$ cat config.mk
export PLATFORM = sky130hd
export DESIGN_NAME = fc_layer_sequencer_flat
export DESIGN_NICKNAME = d
export VERILOG_FILES = /design/src/rtl/fc_pkg.sv /design/src/rtl/fc_layer_sequencer_if.sv /design/src/rtl/fc_mac.sv /design/src/rtl/fc_layer_sequencer.sv /design/src/flat_wrapper.sv
export SDC_FILE = /design/constraint.sdc
export NUM_CORES = 1
export LEC_CHECK = 0
export CAP_MARGIN = 20
export CORE_ASPECT_RATIO = 0.9
export CORE_MARGIN = 4
export CORE_UTILIZATION = 50
export CTS_CLUSTER_DIAMETER = 60
export DETAILED_ROUTE_END_ITERATION = 16
export GPL_ROUTABILITY_DRIVEN = 0
export PLACE_DENSITY = 0.72
export SYNTH_ARGS = -nofsm -noshare
export SYNTH_HDL_FRONTEND = slang
export SYNTH_HIERARCHICAL = 1
export SYNTH_SLANG_ARGS = --single-unit
$ cat constraint.sdc
create_clock -name clk -period 7.6 [get_ports clk]
set_input_delay 1.52 -clock clk [delete_from_list [all_inputs] [get_ports clk]]
set_output_delay 1.52 -clock clk [all_outputs]
set_load 0.02 [all_outputs]
$ cat src/rtl/fc_pkg.sv
// Shared definitions for the fully-connected layer sequencer:
// FSM state encoding, address/accumulator width helpers and
// saturation bounds for the signed activation format.
package fc_pkg;

    typedef enum logic [2:0] {
        S_IDLE,
        S_BIAS,
        S_MAC,
        S_DRAIN,
        S_EMIT,
        S_DONE
    } fc_state_e;

    // Address width for a memory of 'depth' entries (at least one bit).
    function automatic int addr_width(input int depth);
        return (depth > 1) ? $clog2(depth) : 1;
    endfunction

    // Accumulator wide enough that INPUT_SIZE full-scale products plus a
    // bias can never overflow.
    function automatic int acc_width(input int activ_bits, input int input_size);
        return 2 * activ_bits + addr_width(input_size) + 1;
    endfunction

    function automatic int sat_max(input int activ_bits);
        return (1 << (activ_bits - 1)) - 1;
    endfunction

    function automatic int sat_min(input int activ_bits);
        return -(1 << (activ_bits - 1));
    endfunction

endpackage

$ cat src/rtl/fc_layer_sequencer_if.sv
// Memory read bus (weights, activations, biases) and result stream of the
// layer sequencer. master = sequencer side, slave = memories/result sink.
interface fc_layer_sequencer_if #(
    parameter int INPUT_SIZE  = 512,
    parameter int OUTPUT_SIZE = 128,
    parameter int ACTIV_BITS  = 8
);
    localparam int IN_AW = fc_pkg::addr_width(INPUT_SIZE);
    localparam int W_AW  = fc_pkg::addr_width(OUTPUT_SIZE * INPUT_SIZE);
    localparam int B_AW  = fc_pkg::addr_width(OUTPUT_SIZE);

    logic                         rd_en;
    logic        [IN_AW-1:0]      in_addr;
    logic signed [ACTIV_BITS-1:0] in_data;
    logic        [W_AW-1:0]       w_addr;
    logic signed [ACTIV_BITS-1:0] w_data;
    logic        [B_AW-1:0]       b_addr;
    logic signed [ACTIV_BITS-1:0] b_data;

    logic                         out_valid;
    logic                         out_ready;
    logic        [B_AW-1:0]       out_idx;
    logic signed [ACTIV_BITS-1:0] out_data;

    modport master (
        output rd_en, in_addr, w_addr, b_addr,
        input  in_data, w_data, b_data,
        output out_valid, out_idx, out_data,
        input  out_ready
    );

    modport slave (
        input  rd_en, in_addr, w_addr, b_addr,
        output in_data, w_data, b_data,
        input  out_valid, out_idx, out_data,
        output out_ready
    );

endinterface

$ cat src/rtl/fc_mac.sv
// Signed multiply-accumulate for one neuron: load bias, add weight*activation
// products, present the clamped (and optionally rectified) activation.
// Optional feature: define FC_SEQ_RELU_EN to emit 0 for negative sums.
module fc_mac
    import fc_pkg::*;
#(
    parameter int ACTIV_BITS = 8,
    parameter int ACC_W      = acc_width(8, 512)
) (
    input  logic                         clk,
    input  logic                         rst,
    input  logic                         load,
    input  logic                         add,
    input  logic signed [ACTIV_BITS-1:0] bias,
    input  logic signed [ACTIV_BITS-1:0] weight,
    input  logic signed [ACTIV_BITS-1:0] act,
    output logic signed [ACTIV_BITS-1:0] result
);

    localparam int PW = 2 * ACTIV_BITS;
    localparam logic signed [ACC_W-1:0] ACC_MAX = ACC_W'(sat_max(ACTIV_BITS));
    localparam logic signed [ACC_W-1:0] ACC_MIN = ACC_W'(sat_min(ACTIV_BITS));

    logic signed [PW-1:0]    product;
    logic signed [ACC_W-1:0] acc;
    logic signed [ACC_W-1:0] acc_clip;

    assign product = weight * act;

    // Accumulator: bias load starts a neuron, each valid product is added.
    // NOTE: sequential state uses non-blocking assignments so every flop
    // samples pre-edge values regardless of statement order.
    always_ff @(posedge clk or posedge rst) begin
        if (rst) begin
            acc <= '0;
        end else if (load) begin
            acc <= {{(ACC_W - ACTIV_BITS){bias[ACTIV_BITS-1]}}, bias};
        end else if (add) begin
            acc <= acc + {{(ACC_W - PW){product[PW-1]}}, product};
        end
    end

    // Output stage: optional rectification, then clamp to the activation range.
    // NOTE: acc_clip gets its default before any conditional so no latch forms.
    always_comb begin
        acc_clip = acc;
`ifdef FC_SEQ_RELU_EN
        if (acc[ACC_W-1]) begin
            acc_clip = '0;
        end
`else
`endif
        if (acc_clip > ACC_MAX) begin
            acc_clip = ACC_MAX;
        end else if (acc_clip < ACC_MIN) begin
            acc_clip = ACC_MIN;
        end
    end

    assign result = acc_clip[ACTIV_BITS-1:0];

endmodule

$ cat src/rtl/fc_layer_sequencer.sv
// Fully-connected layer sequencer: for each neuron reads the bias, streams
// INPUT_SIZE weight/activation pairs through fc_mac, then emits the result.
// Optional feature (in fc_mac): FC_SEQ_RELU_EN selects ReLU before clamping.
module fc_layer_sequencer
    import fc_pkg::*;
#(
    parameter int INPUT_SIZE  = 512,
    parameter int OUTPUT_SIZE = 128,
    parameter int ACTIV_BITS  = 8
) (
    input  logic                  clk,
    input  logic                  rst,
    input  logic                  start,
    input  logic                  abort,
    output logic                  busy,
    output logic                  done,
    fc_layer_sequencer_if.master  bus
);

    localparam int IW    = addr_width(OUTPUT_SIZE);
    localparam int KW    = addr_width(INPUT_SIZE);
    localparam int WW    = addr_width(OUTPUT_SIZE * INPUT_SIZE);
    localparam int ACC_W = acc_width(ACTIV_BITS, INPUT_SIZE);

    fc_state_e       state, state_n;
    logic [IW-1:0]   i_q, i_n;
    logic [KW-1:0]   k_q, k_n;
    logic            mac_load;
    logic            mac_add;

    // State and neuron/input counters.
    always_ff @(posedge clk or posedge rst) begin
        if (rst) begin
            state <= S_IDLE;
            i_q   <= '0;
            k_q   <= '0;
        end else begin
            state <= state_n;
            i_q   <= i_n;
            k_q   <= k_n;
        end
    end

    // Next-state, counter updates and control strobes; abort overrides all.
    always_comb begin
        state_n       = state;
        i_n           = i_q;
        k_n           = k_q;
        bus.rd_en     = 1'b0;
        bus.out_valid = 1'b0;
        done          = 1'b0;
        mac_load      = 1'b0;
        mac_add       = 1'b0;

        case (state)
            S_IDLE: begin
                if (start) begin
                    state_n = S_BIAS;
                    i_n     = '0;
                    k_n     = '0;
                end
            end
            S_BIAS: begin
                bus.rd_en = 1'b1;
                state_n   = S_MAC;
            end
            S_MAC: begin
                bus.rd_en = 1'b1;
                // Read data seen here belongs to the previous cycle's address:
                // bias at k=0, product k-1 afterwards.
                if (k_q == '0) begin
                    mac_load = 1'b1;
                end else begin
                    mac_add = 1'b1;
                end
                if (k_q == KW'(INPUT_SIZE - 1)) begin
                    state_n = S_DRAIN;
                end else begin
                    k_n = k_q + 1'b1;
                end
            end
            S_DRAIN: begin
                mac_add = 1'b1;
                state_n = S_EMIT;
            end
            S_EMIT: begin
                bus.out_valid = 1'b1;
                if (bus.out_ready) begin
                    if (i_q == IW'(OUTPUT_SIZE - 1)) begin
                        state_n = S_DONE;
                    end else begin
                        state_n = S_BIAS;
                        i_n     = i_q + 1'b1;
                        k_n     = '0;
                    end
                end
            end
            S_DONE: begin
                done    = 1'b1;
                state_n = S_IDLE;
            end
            default: begin
                state_n = S_IDLE;
            end
        endcase

        if (abort && (state != S_IDLE)) begin
            state_n       = S_IDLE;
            i_n           = i_q;
            k_n           = k_q;
            bus.rd_en     = 1'b0;
            bus.out_valid = 1'b0;
            done          = 1'b0;
            mac_load      = 1'b0;
            mac_add       = 1'b0;
        end
    end

    assign busy = (state != S_IDLE);

    // Addresses follow the counters, which only move while reading (or when
    // entering BIAS), so they hold their last value whenever rd_en is low.
    assign bus.in_addr = k_q;
    assign bus.b_addr  = i_q;
    assign bus.out_idx = i_q;
    assign bus.w_addr  = WW'(i_q) * WW'(INPUT_SIZE) + WW'(k_q);

    fc_mac #(
        .ACTIV_BITS (ACTIV_BITS),
        .ACC_W      (ACC_W)
    ) u_mac (
        .clk    (clk),
        .rst    (rst),
        .load   (mac_load),
        .add    (mac_add),
        .bias   (bus.b_data),
        .weight (bus.w_data),
        .act    (bus.in_data),
        .result (bus.out_data)
    );

endmodule

$ cat src/flat_wrapper.sv
// flat-port wrapper written by rule: the top's interface ports become plain ports
module fc_layer_sequencer_flat import fc_pkg::*;
#(
    parameter int INPUT_SIZE  = 512,
    parameter int OUTPUT_SIZE = 128,
    parameter int ACTIV_BITS  = 8
)
  (clk, rst, start, abort, busy, done, bus_rd_en, bus_in_addr, bus_w_addr, bus_b_addr, bus_in_data, bus_w_data, bus_b_data, bus_out_valid, bus_out_idx, bus_out_data, bus_out_ready);
  fc_layer_sequencer_if #(.INPUT_SIZE(INPUT_SIZE), .OUTPUT_SIZE(OUTPUT_SIZE), .ACTIV_BITS(ACTIV_BITS)) bus_i ();
  input  logic clk;
  input  logic rst;
  input  logic start;
  input  logic abort;
  output logic busy;
  output logic done;
  output wire logic [$bits(bus_i.rd_en)-1:0] bus_rd_en;
  output wire logic [$bits(bus_i.in_addr)-1:0] bus_in_addr;
  output wire logic [$bits(bus_i.w_addr)-1:0] bus_w_addr;
  output wire logic [$bits(bus_i.b_addr)-1:0] bus_b_addr;
  input wire logic [$bits(bus_i.in_data)-1:0] bus_in_data;
  input wire logic [$bits(bus_i.w_data)-1:0] bus_w_data;
  input wire logic [$bits(bus_i.b_data)-1:0] bus_b_data;
  output wire logic [$bits(bus_i.out_valid)-1:0] bus_out_valid;
  output wire logic [$bits(bus_i.out_idx)-1:0] bus_out_idx;
  output wire logic [$bits(bus_i.out_data)-1:0] bus_out_data;
  input wire logic [$bits(bus_i.out_ready)-1:0] bus_out_ready;
  assign bus_rd_en = bus_i.rd_en;
  assign bus_in_addr = bus_i.in_addr;
  assign bus_w_addr = bus_i.w_addr;
  assign bus_b_addr = bus_i.b_addr;
  assign bus_i.in_data = bus_in_data;
  assign bus_i.w_data = bus_w_data;
  assign bus_i.b_data = bus_b_data;
  assign bus_out_valid = bus_i.out_valid;
  assign bus_out_idx = bus_i.out_idx;
  assign bus_out_data = bus_i.out_data;
  assign bus_i.out_ready = bus_out_ready;
  fc_layer_sequencer #(.INPUT_SIZE(INPUT_SIZE), .OUTPUT_SIZE(OUTPUT_SIZE), .ACTIV_BITS(ACTIV_BITS)) u_core (.clk(clk), .rst(rst), .start(start), .abort(abort), .busy(busy), .done(done), .bus(bus_i));
endmodule
==> parameters.txt, run 1 <==
Parameter                              Value

Status
  Run status    completed

Final layout
  Area occupied by multi-input gates    4810 sq um
  Fill count    1,028
  Synthesis-to-layout area growth    26.2%
  Leading cell type in the layout, fill and taps excluded    sky130_fd_sc_hd__inv_1
  Area of all sequential standard cells    1130 sq um
  Fraction of layout instances using a drive strength above 1    16.2%
  Count of antenna diodes in the layout    0
  Leading cell types in the layout, fill and taps excluded    sky130_fd_sc_hd__inv_1 (109), sky130_fd_sc_hd__buf_4 (84), sky130_fd_sc_hd__clkdlybuf4s50_1 (64)
  Total number of nets in the final design    1,023

Yosys
  Syn nets    894
  #FFs+latches synth    45
  Most frequently used flop master after synthesis    sky130_fd_sc_hd__dfrtp_1
  Mean area per synthesized cell    8.66 sq um
  Post-synthesis instance total    749
  Cell types with the largest area share after synthesis    sky130_fd_sc_hd__dfrtp_1 (17%), sky130_fd_sc_hd__fa_1 (17%), sky130_fd_sc_hd__ha_1 (12%)
  Synth cell types    75
  Register area share after synthesis    17.4%
  Number of warnings issued by yosys    6
  Netlist area before placement    6480 sq um
  Proportion of register bits with asynchronous set or reset after synthesis    100%
  Top cell type by total area after synthesis    sky130_fd_sc_hd__dfrtp_1
  EDFF count, synth    0
  Share of the synthesized area in the top cell type    17.4%

Setup path
  Crit path required time    7.80 ns
  Classification of the worst setup path    in -> reg
  Largest fanout of any net on the critical path    4
  Worst Setup End Kind    register
  Worst endpoint data arrival time    7.56 ns
  Logic depth of the worst register-to-register path    10
  Register-to-register setup slack    4.05 ns
  Startpoint types    primary input

Clock tree
  CTS tree    yes
  Number of H-tree levels    2
  Root Buffer Master    sky130_fd_sc_hd__clkbuf_16
  Clock sink count    45
  Clock transition at the register clock pins on the worst setup and hold paths after CTS    0.07 ns
  Clock latency on the worst-skew pair    0.29 ns
  TritonCTS Buffers    5
  Clock Tree Buf Depth    2
  Cts-stage hold buffer count    0

Global routing
  Total global routing overflow    0
  Initial antenna violation count    0
  Wire length of the first global-routing pass    27,700 microns
  Via count of the first global-routing pass    5,871
  Pin count of the biggest net entering global routing    37
  Global-route usage over all layers    22.4%

Timing
  Setup Viol. Count Final    0
  Setup Skew    0.00440 ns
  Fraction of the cycle the final worst path needs    96.9%
  Post-route minimum period    7.37 ns
  Worst relative slew slack    23.9%
  Count of final max-slew check failures    0
  Final hold violation count    0
  Transition at the pin with the smallest max-transition slack    1.14 ns
  Hold WS    0.568 ns
  Highest clock rate    136 MHz

Job
  Max Cap Viol    0

Floorplan
  Die Y    116 microns
  Floorplan Core Area    12,700 sq um
  # IOs    80
  Die footprint    14,900 sq um
  Number of core rows    39
  Effective utilization at floorplan    51.1%
  Die X    128 microns

Route
  Routed WL    16,300 microns
  Pre-Repair DR Iteration Count    5
  Post-detailed-route via-to-cell ratio    5.48
  Number of remaining DRC errors    0
  Via count    5,715
  Wire length per cell    15.6 microns
  DRT iter0 DRCs    363
  Residual antenna-violating net count after detailed routing    0

Placement
  Detailed Place HPWL    13,100 microns
  Port Buf Inserts    79

Hold path
  HP Class    reg -> reg
  Number of cells traversed by the worst hold path    1
-- layout make-up --
class                      instances  share of cell area [%]
multi-input combinational        552                    58.8
timing repair buffer             165                    17.9
sequential                        45                    13.8
inverter                         109                    5.00
tap                              164                    2.51
clock buffer                       6                    1.57
clock inverter                     2                   0.474
-- path summary, 6_finish.rpt --
kind,startpoint,to
max,bus_w_data[0],u_core/u_mac/acc[25]$_DFFE_PP0P_
min,u_core/bus.b_addr[6]$_DFFE_PP0P_,u_core/bus.b_addr[6]$_DFFE_PP0P_
max reg2reg,u_core/bus.in_addr[0]$_DFFE_PP0P_,u_core/u_mac/acc[18]$_DFFE_PP0P_
min reg2reg,u_core/bus.b_addr[6]$_DFFE_PP0P_,u_core/bus.b_addr[6]$_DFFE_PP0P_
max in group asynchronous,rst,u_core/bus.in_addr[7]$_DFFE_PP0P_
min in group asynchronous,rst,u_core/u_mac/acc[8]$_DFFE_PP0P_
-- cell usage after synthesis, types with 3 or more instances --
cell	n
sky130_fd_sc_hd__dfrtp_1	45
sky130_fd_sc_hd__xor2_1	7
sky130_fd_sc_hd__nand3_1	12
sky130_fd_sc_hd__nand4_1	10
sky130_fd_sc_hd__o2111ai_1	3
sky130_fd_sc_hd__mux2i_1	13
sky130_fd_sc_hd__nand3b_1	4
sky130_fd_sc_hd__nand2b_1	4
sky130_fd_sc_hd__or2_2	3
sky130_fd_sc_hd__nor2b_1	12
sky130_fd_sc_hd__nor2_1	27
sky130_fd_sc_hd__o211ai_1	3
sky130_fd_sc_hd__a31oi_1	11
sky130_fd_sc_hd__ha_1	60
sky130_fd_sc_hd__a21o_1	11
sky130_fd_sc_hd__fa_1	56
sky130_fd_sc_hd__a211oi_1	6
sky130_fd_sc_hd__a21oi_2	3
sky130_fd_sc_hd__nand2_1	58
sky130_fd_sc_hd__o21ai_0	25
sky130_fd_sc_hd__nor3_1	19
sky130_fd_sc_hd__o21bai_1	8
sky130_fd_sc_hd__buf_4	26
sky130_fd_sc_hd__a21oi_1	42
sky130_fd_sc_hd__and2_1	48
sky130_fd_sc_hd__inv_1	109
sky130_fd_sc_hd__o31ai_1	7
sky130_fd_sc_hd__and3_1	7
sky130_fd_sc_hd__buf_2	3
sky130_fd_sc_hd__clkbuf_1	10
sky130_fd_sc_hd__nor4_1	7
sky130_fd_sc_hd__o21a_1	6
sky130_fd_sc_hd__xnor2_1	30
-- repair_timing --
action / CTS / global route
pin swaps: 2 / 16
setup buffers: 1 / 3
gates resized for setup: 7 / 41
setup endpoints to repair: 7 / 9
-- critical path, cell delays in order --
cell and delay, ns:
sky130_fd_sc_hd__clkdlybuf4s50_1 0.43, sky130_fd_sc_hd__nand2b_4 0.16, sky130_fd_sc_hd__fa_2 0.49, sky130_fd_sc_hd__fa_1 0.56, sky130_fd_sc_hd__inv_1 0.07, sky130_fd_sc_hd__fa_1 0.54
sky130_fd_sc_hd__inv_1 0.07, sky130_fd_sc_hd__fa_1 0.55, sky130_fd_sc_hd__inv_1 0.07, sky130_fd_sc_hd__ha_4 0.17, sky130_fd_sc_hd__buf_4 0.13, sky130_fd_sc_hd__nor3_1 0.17
sky130_fd_sc_hd__o21a_1 0.19, sky130_fd_sc_hd__o31ai_2 0.11, sky130_fd_sc_hd__o41ai_2 0.38, sky130_fd_sc_hd__xnor2_2 0.18, sky130_fd_sc_hd__buf_4 0.17, sky130_fd_sc_hd__ha_1 0.21
sky130_fd_sc_hd__a21o_1 0.16, sky130_fd_sc_hd__a21o_1 0.21, sky130_fd_sc_hd__a2bb2oi_2 0.18, sky130_fd_sc_hd__a21oi_2 0.10, sky130_fd_sc_hd__a31oi_2 0.20, sky130_fd_sc_hd__xnor2_1 0.10
sky130_fd_sc_hd__and4_4 0.20, sky130_fd_sc_hd__nor4_4 0.24
-- per-layer routing --
layer | share of wire (%) | track usage, % | vias up | wire (microns)
li1 | - | - | 2775 | -
met2 | 47 | 37.4 | 158 | 7670
met1 | 46 | 31.0 | 2762 | 7560
met3 | 5.3 | 3.64 | 20 | 867
met5 | 0 | 0 | - | 0
met4 | 1.3 | 5.16 | 0 | 216
-- state kept, by name (all words and copies together) (netlist names) --
name                cells
u_core/bus.b_addr       7
u_core/state            3
u_core/bus.in_addr      9
u_core/u_mac/acc       26
-- per-stage QoR --
step                      instance area, sq um  TNS, ns  setup WS, ns  utilization, %  instances
after detailed placement                  7810    -3.03        -0.429            61.5       1029
final                                     8180        0         0.234            64.5       1043
after global placement                    7810    -1.36        -0.254            61.5       1029
after floorplan                           6480        0         0.214               -        749
after CTS                                 8010        0        0.0285            63.1       1038
after global routing                      8180  -0.0169       -0.0169            64.5       1043
-- kinds of logic after synthesis --
kind of cell | after synthesis | share of synthesized area (%)
buffers and inverters | 152 | 10.6
XOR/XNOR | 37 | 5.00
AO/OA/AOI/OAI | 156 | 16.5
adder cells (fa/ha/maj) | 116 | 28.9
multiplexers | 15 | 2.35
AND/OR/NAND/NOR | 228 | 19.3
flip-flops | 45 | 17.4
Power of run 1 is left out: the tool's default activity adds up to more than one toggle a clock period on the data nets, which glitch-free logic cannot reach.
==> run 2, diff against run 1 <==
==> constraint.sdc (replaced) <==
create_clock -name clk -period 7.22 [get_ports clk]
set_input_delay 1.444 -clock clk [delete_from_list [all_inputs] [get_ports clk]]
set_output_delay 1.444 -clock clk [all_outputs]
set_load 0.02 [all_outputs]
==> run 2 against run 1 <==
Against the previous run:
- clock-buffer cell count shrank 1
- non-clock buffer count grew 21
- die area is the same
- core utilization grew 1.3 points
- global-route usage grew 1.5 points
- sequential share of layout area shrank 0.26 points
- highest routed layer unchanged
==> parameters.txt, run 2 (synthesis gave the netlist of run 1 again) <==
Parameter                              Value

Clock tree
  Clock Tree Buf Depth    2 (unchanged)
  TritonCTS Buffers    5 (unchanged)
  Cts-stage hold buffer count    0 (unchanged)
  Clock transition at the register clock pins on the worst setup and hold paths after CTS    0.07 ns (about the same)
  CTS tree    yes
  Clock latency on the worst-skew pair    0.30 ns (about the same)
  Clock sink count    45 (unchanged)
  Root Buffer Master    sky130_fd_sc_hd__clkbuf_16
  Number of H-tree levels    2 (unchanged)

Final layout
  Fraction of layout instances using a drive strength above 1    21.8% (+5.6 points)
  Area occupied by multi-input gates    4880 sq um (+1.5%)
  Area of all sequential standard cells    1130 sq um (unchanged)
  Total number of nets in the final design    1,044 (+2.1%)
  Leading cell types in the layout, fill and taps excluded    sky130_fd_sc_hd__inv_1 (106), sky130_fd_sc_hd__buf_4 (103), sky130_fd_sc_hd__clkdlybuf4s50_1 (63)
  Flip-flop count of the largest register after layout    26 (unchanged)
  Count of antenna diodes in the layout    0 (unchanged)
  Largest register by flop count    u_core/u_mac/acc
  Leading cell type in the layout, fill and taps excluded    sky130_fd_sc_hd__inv_1
  Synthesis-to-layout area growth    28.7%
  Fill count    1,052 (+2.3%)

Floorplan
  Number of core rows    39 (unchanged)
  # IOs    80 (unchanged)
  Die X    128 microns (unchanged)
  Die footprint    14,900 sq um (unchanged)
  Die Y    116 microns (unchanged)
  Effective utilization at floorplan    51.1% (unchanged)
  Floorplan Core Area    12,700 sq um (unchanged)

Route
  Pre-Repair DR Iteration Count    5 (unchanged)
  Via count    5,874 (+2.8%)
  Routed WL    16,800 microns (+3.3%)
  DRT iter0 DRCs    248 (-32%)
  Number of remaining DRC errors    0 (unchanged)
  Residual antenna-violating net count after detailed routing    0 (unchanged)
  Wire length per cell    15.8 microns (+1.2%)
  Post-detailed-route via-to-cell ratio    5.52 (+0.75%)

Setup path
  Crit path required time    7.44 ns (-0.36 ns)
  Cell at the slowest stage of the critical path    sky130_fd_sc_hd__fa_1
  Worst Setup End Kind    register
  Number of buffer and inverter stages on the critical path    6 (unchanged)
  Most frequent CP cell    sky130_fd_sc_hd__fa_1
  Classification of the worst setup path    in -> reg
  Largest delay share family, worst path    adder cells
  Startpoint types    primary input
  Worst endpoint data arrival time    7.18 ns (-0.38 ns)
  Largest fanout of any net on the critical path    6 (+2)
  Crit path largest cell delay    0.56 ns (about the same)

Global routing
  Initial antenna violation count    0 (unchanged)
  Global-route usage over all layers    24.0% (+1.5 points)
  Via count of the first global-routing pass    6,298 (+7.3%)
  Pin count of the biggest net entering global routing    36 (-2.7%)
  Total global routing overflow    0 (unchanged)
  Wire length of the first global-routing pass    29,600 microns (+7.2%)

Hold path
  HP Class    reg -> reg

Placement
  Port Buf Inserts    79 (unchanged)
  Detailed Place HPWL    13,500 microns (+2.4%)

Timing
  Hold WS    0.580 ns (+0.0126 ns)
  Fraction of the cycle the final worst path needs    96.5%
  Setup Viol. Count Final    0 (unchanged)
  Highest clock rate    144 MHz
  Post-route minimum period    6.96 ns
  Count of final max-slew check failures    0 (unchanged)
  Setup Skew    0.00958 ns (+0.00519 ns)
  Final hold violation count    0 (unchanged)
  Transition at the pin with the smallest max-transition slack    1.03 ns (-0.104 ns)
  Worst relative slew slack    30.9% (+6.9 points)

Job
  Max Cap Viol    0 (unchanged)

Status
  Run status    completed
run 2: timing repair:
action                     CTS  global route
setup buffers                8             5
pin swaps                   20            30
resized for setup           46            53
setup endpoints to repair    9             9
run 2: path summary, 6_finish.rpt:
| path | slack (ns) | startpoint | cells past startpoint | endpoint |
|---|---|---|---|---|
| setup / recovery | 0.26 | bus_in_data[5] | 25 | u_core/u_mac/acc[21]$_DFFE_PP0P_ |
| hold / removal | 0.58 | u_core/bus.in_addr[5]$_DFFE_PP0P_ | 1 | u_core/bus.in_addr[5]$_DFFE_PP0P_ |
| setup reg to reg | 4.08 | u_core/u_mac/acc[0]$_DFFE_PP0P_ | 11 | u_core/u_mac/acc[20]$_DFFE_PP0P_ |
| hold reg to reg | 0.58 | u_core/bus.in_addr[5]$_DFFE_PP0P_ | 1 | u_core/bus.in_addr[5]$_DFFE_PP0P_ |
| max in group asynchronous | 5.14 | rst | 2 | u_core/bus.in_addr[4]$_DFFE_PP0P_ |
| min in group asynchronous | 1.47 | rst | 2 | u_core/u_mac/acc[22]$_DFFE_PP0P_ |
run 2: layout make-up:
type / instances / area share (%)
repair buffers: 186 / 18.6
clock inverters: 3 / 0.600
clock buffers: 5 / 1.50
flip-flops and latches: 45 / 13.5
inverters: 109 / 4.90
well taps: 164 / 2.46
multi-input cells: 552 / 58.5
run 2: layer usage:
layer	global-route usage [%]	wire, microns
met1	31.5	7350
met4	5.80	291
met3	3.09	649
met2	42.3	8550
met5	0	0
run 2: worst register-to-register path: stages, from the launching register on:
cell and delay (ns):
sky130_fd_sc_hd__dfrtp_1 0.40, sky130_fd_sc_hd__ha_1 0.26, sky130_fd_sc_hd__fa_1 0.41, sky130_fd_sc_hd__a21o_1 0.19, sky130_fd_sc_hd__a21oi_1 0.27, sky130_fd_sc_hd__nor3_1 0.08
sky130_fd_sc_hd__nand3b_1 0.31, sky130_fd_sc_hd__o2111ai_1 0.34, sky130_fd_sc_hd__buf_4 0.18, sky130_fd_sc_hd__a21oi_2 0.06, sky130_fd_sc_hd__xor2_1 0.17, sky130_fd_sc_hd__a221o_1 0.34
run 2: through the flow:
| stage | utilization (%) | setup TNS, ns | setup WS (ns) | std cells | instance area (sq um) |
|---|---|---|---|---|---|
| final | 65.8 | 0 | 0.255 | 1064 | 8340 |
| after global routing | 65.8 | -0.00560 | -0.00560 | 1064 | 8340 |
| after CTS | 65.0 | 0 | 0.000826 | 1058 | 8250 |
| after detailed placement | 62.4 | -5.88 | -0.709 | 1042 | 7910 |
| after global placement | 62.4 | -4.22 | -0.564 | 1042 | 7910 |
| after floorplan | - | 0 | 0.0417 | 749 | 6490 |
Power of run 2 is left out for the same reason.
==> run 3, diff against run 2 <==
--- a/config.mk
+++ b/config.mk
@@ -12,7 +12,7 @@
 export CTS_CLUSTER_DIAMETER = 60
 export DETAILED_ROUTE_END_ITERATION = 16
 export GPL_ROUTABILITY_DRIVEN = 0
-export PLACE_DENSITY = 0.72
+export PLACE_DENSITY = 0.7
 export SYNTH_ARGS = -nofsm -noshare
 export SYNTH_HDL_FRONTEND = slang
 export SYNTH_HIERARCHICAL = 1
==> run 3 against run 2 <==
Against the previous run:
- sequential cell count unchanged
- hold slack got worse by 0.0068 ns
- maximum frequency decreased by 1.1%
- final cell count decreased by 0.19%
- critical path type unchanged
- highest routed layer unchanged
==> parameters.txt, run 3 (synthesis gave the netlist of run 1 again) <==
Parameter                              Value

Setup path
  Crit path required time    7.43 ns (about the same)
  Largest fanout of any net on the critical path    7 (+1)
  Register-to-register setup slack    3.50 ns (-0.58 ns)
  Worst Setup End Kind    register
  Cell at the slowest stage of the critical path    sky130_fd_sc_hd__fa_1
  Crit path largest cell delay    0.54 ns (-0.02 ns)
  Worst endpoint data arrival time    7.25 ns (+0.07 ns)
  Startpoint types    primary input
  Logic depth of the worst register-to-register path    10 (-1)
  Classification of the worst setup path    in -> reg

Hold path
  Number of cells traversed by the worst hold path    1 (unchanged)
  HP Class    reg -> reg

Floorplan
  Effective utilization at floorplan    51.1% (unchanged)
  Number of core rows    39 (unchanged)
  Die X    128 microns (unchanged)
  Die footprint    14,900 sq um (unchanged)
  # IOs    80 (unchanged)
  Floorplan Core Area    12,700 sq um (unchanged)
  Die Y    116 microns (unchanged)

Final layout
  Fraction of layout instances using a drive strength above 1    20.9% (-0.84 points)
  Largest register by flop count    u_core/u_mac/acc
  Flip-flop count of the largest register after layout    26 (unchanged)
  Leading cell type in the layout, fill and taps excluded    sky130_fd_sc_hd__inv_1
  Leading cell types in the layout, fill and taps excluded    sky130_fd_sc_hd__inv_1 (108), sky130_fd_sc_hd__buf_4 (101), sky130_fd_sc_hd__clkdlybuf4s50_1 (63)
  Count of antenna diodes in the layout    0 (unchanged)
  Total number of nets in the final design    1,042 (-0.19%)
  Final core utilization    65.8% (+0.079 points)
  Synthesis-to-layout area growth    28.8%

Clock tree
  Clock latency on the worst-skew pair    0.30 ns (about the same)
  Clock transition at the register clock pins on the worst setup and hold paths after CTS    0.07 ns (about the same)
  CTS tree    yes
  Root Buffer Master    sky130_fd_sc_hd__clkbuf_16
  Number of H-tree levels    2 (unchanged)
  TritonCTS Buffers    5 (unchanged)
  Clock Tree Buf Depth    2 (unchanged)
  Clock sink count    45 (unchanged)

Timing
  Fraction of the cycle the final worst path needs    97.6% (+1.1 points)
  Worst relative slew slack    21.3% (-9.6 points)
  Setup Viol. Count Final    0 (unchanged)
  Final hold violation count    0 (unchanged)
  Transition at the pin with the smallest max-transition slack    1.18 ns (+0.143 ns)
  Post-route minimum period    7.04 ns (+0.0782 ns)
  Highest clock rate    142 MHz (-1.1%)
  Count of final max-slew check failures    0 (unchanged)
  Setup Skew    0.00572 ns (-0.00386 ns)

Route
  Routed WL    17,000 microns (+1.0%)
  Number of remaining DRC errors    0 (unchanged)
  Total length of routed met2 wires    8150 microns (-4.7%)
  Pre-Repair DR Iteration Count    5 (unchanged)
  Wire length per cell    16.0 microns (+1.2%)
  Routed met1 length    7880 microns (+7.3%)
  Residual antenna-violating net count after detailed routing    0 (unchanged)
  DRT iter0 DRCs    354 (+43%)
  Routed met3 length    721 microns (+11%)
  Post-detailed-route via-to-cell ratio    5.49 (-0.55%)
  Via count    5,831 (-0.73%)
  Top routing layer in use    met4

Global routing
  Total global routing overflow    0 (unchanged)
  Initial antenna violation count    0 (unchanged)
  Global-route usage over all layers    23.7% (-0.27 points)
  Wire length of the first global-routing pass    29,100 microns (-2.0%)
  Pin count of the biggest net entering global routing    37 (+2.8%)
  Via count of the first global-routing pass    6,067 (-3.7%)

Placement
  Port Buf Inserts    79 (unchanged)
  Detailed Place HPWL    13,300 microns (-0.97%)

Job
  Max Cap Viol    0 (unchanged)

Status
  Run status    completed
==> run 3: changes by cell type in the layout (fill, tap and decap cells not counted), moves of 3 or more <==
cell	before	now
sky130_fd_sc_hd__clkbuf_2	13	10
sky130_fd_sc_hd__ha_1	57	54
sky130_fd_sc_hd__a21oi_1	33	36
sky130_fd_sc_hd__a21oi_2	12	7
==> run 3: worst max-delay path: cells and delay by family <==
kind	cells	cell delay, ns
adders and majority gates	6	2.62
AOI/OAI and AO/OA	8	1.30
buffers and inverters	8	0.80
xor gates and xnor gates	2	0.39
and+or+nand+nor	4	0.67
==> run 3: metrics by stage <==
step | setup TNS (ns) | cell area, sq um | instances | setup slack, ns | hold WS, ns
floorplan | 0 | 6490 | 749 | 0.0417 | 0.558
global placement | -3.65 | 7890 | 1039 | -0.491 | 0.554
detailed placement | -5.30 | 7920 | 1040 | -0.676 | 0.569
CTS | 0 | 8250 | 1057 | 0.00561 | 0.585
global route | -0.170 | 8350 | 1062 | -0.0514 | 0.628
finish | 0 | 8350 | 1062 | 0.177 | 0.573
==> run 3: worst paths after layout <==
path	to	startpoint
max in group asynchronous	u_core/bus.in_addr[0]$_DFFE_PP0P_	rst
max	u_core/u_mac/acc[25]$_DFFE_PP0P_	bus_in_data[4]
min in group asynchronous	u_core/u_mac/acc[6]$_DFFE_PP0P_	rst
min	u_core/bus.b_addr[6]$_DFFE_PP0P_	u_core/bus.b_addr[6]$_DFFE_PP0P_
max reg2reg	u_core/u_mac/acc[18]$_DFFE_PP0P_	u_core/bus.in_addr[0]$_DFFE_PP0P_
min reg2reg	u_core/bus.b_addr[6]$_DFFE_PP0P_	u_core/bus.b_addr[6]$_DFFE_PP0P_
==> run 3: per-layer routing <==
layer / global-route usage [%] / vias to the layer above
met5: 0 / -
met4: 6.22 / 0
met3: 2.90 / 23
met2: 39.1 / 166
met1: 33.3 / 2819
li1: - / 2823
==> run 3: timing repair <==
action                                  CTS  global route
pin swaps                                15            29
setup buffers                             9             5
endpoints found under the setup margin    9             9
resized for setup                        41            56
hold buffers                              0             0
==> run 3: layout make-up <==
type,instances,area [sq um]
Multi-Input combinational cell,552,4890
Fill cell,1057,4330
Timing Repair Buffer,184,1550
Sequential cell,45,1130
Inverter,109,409
Tap cell,164,205
Clock buffer,7,143
Clock inverter,1,30.0
Power of run 3 is left out for the same reason.
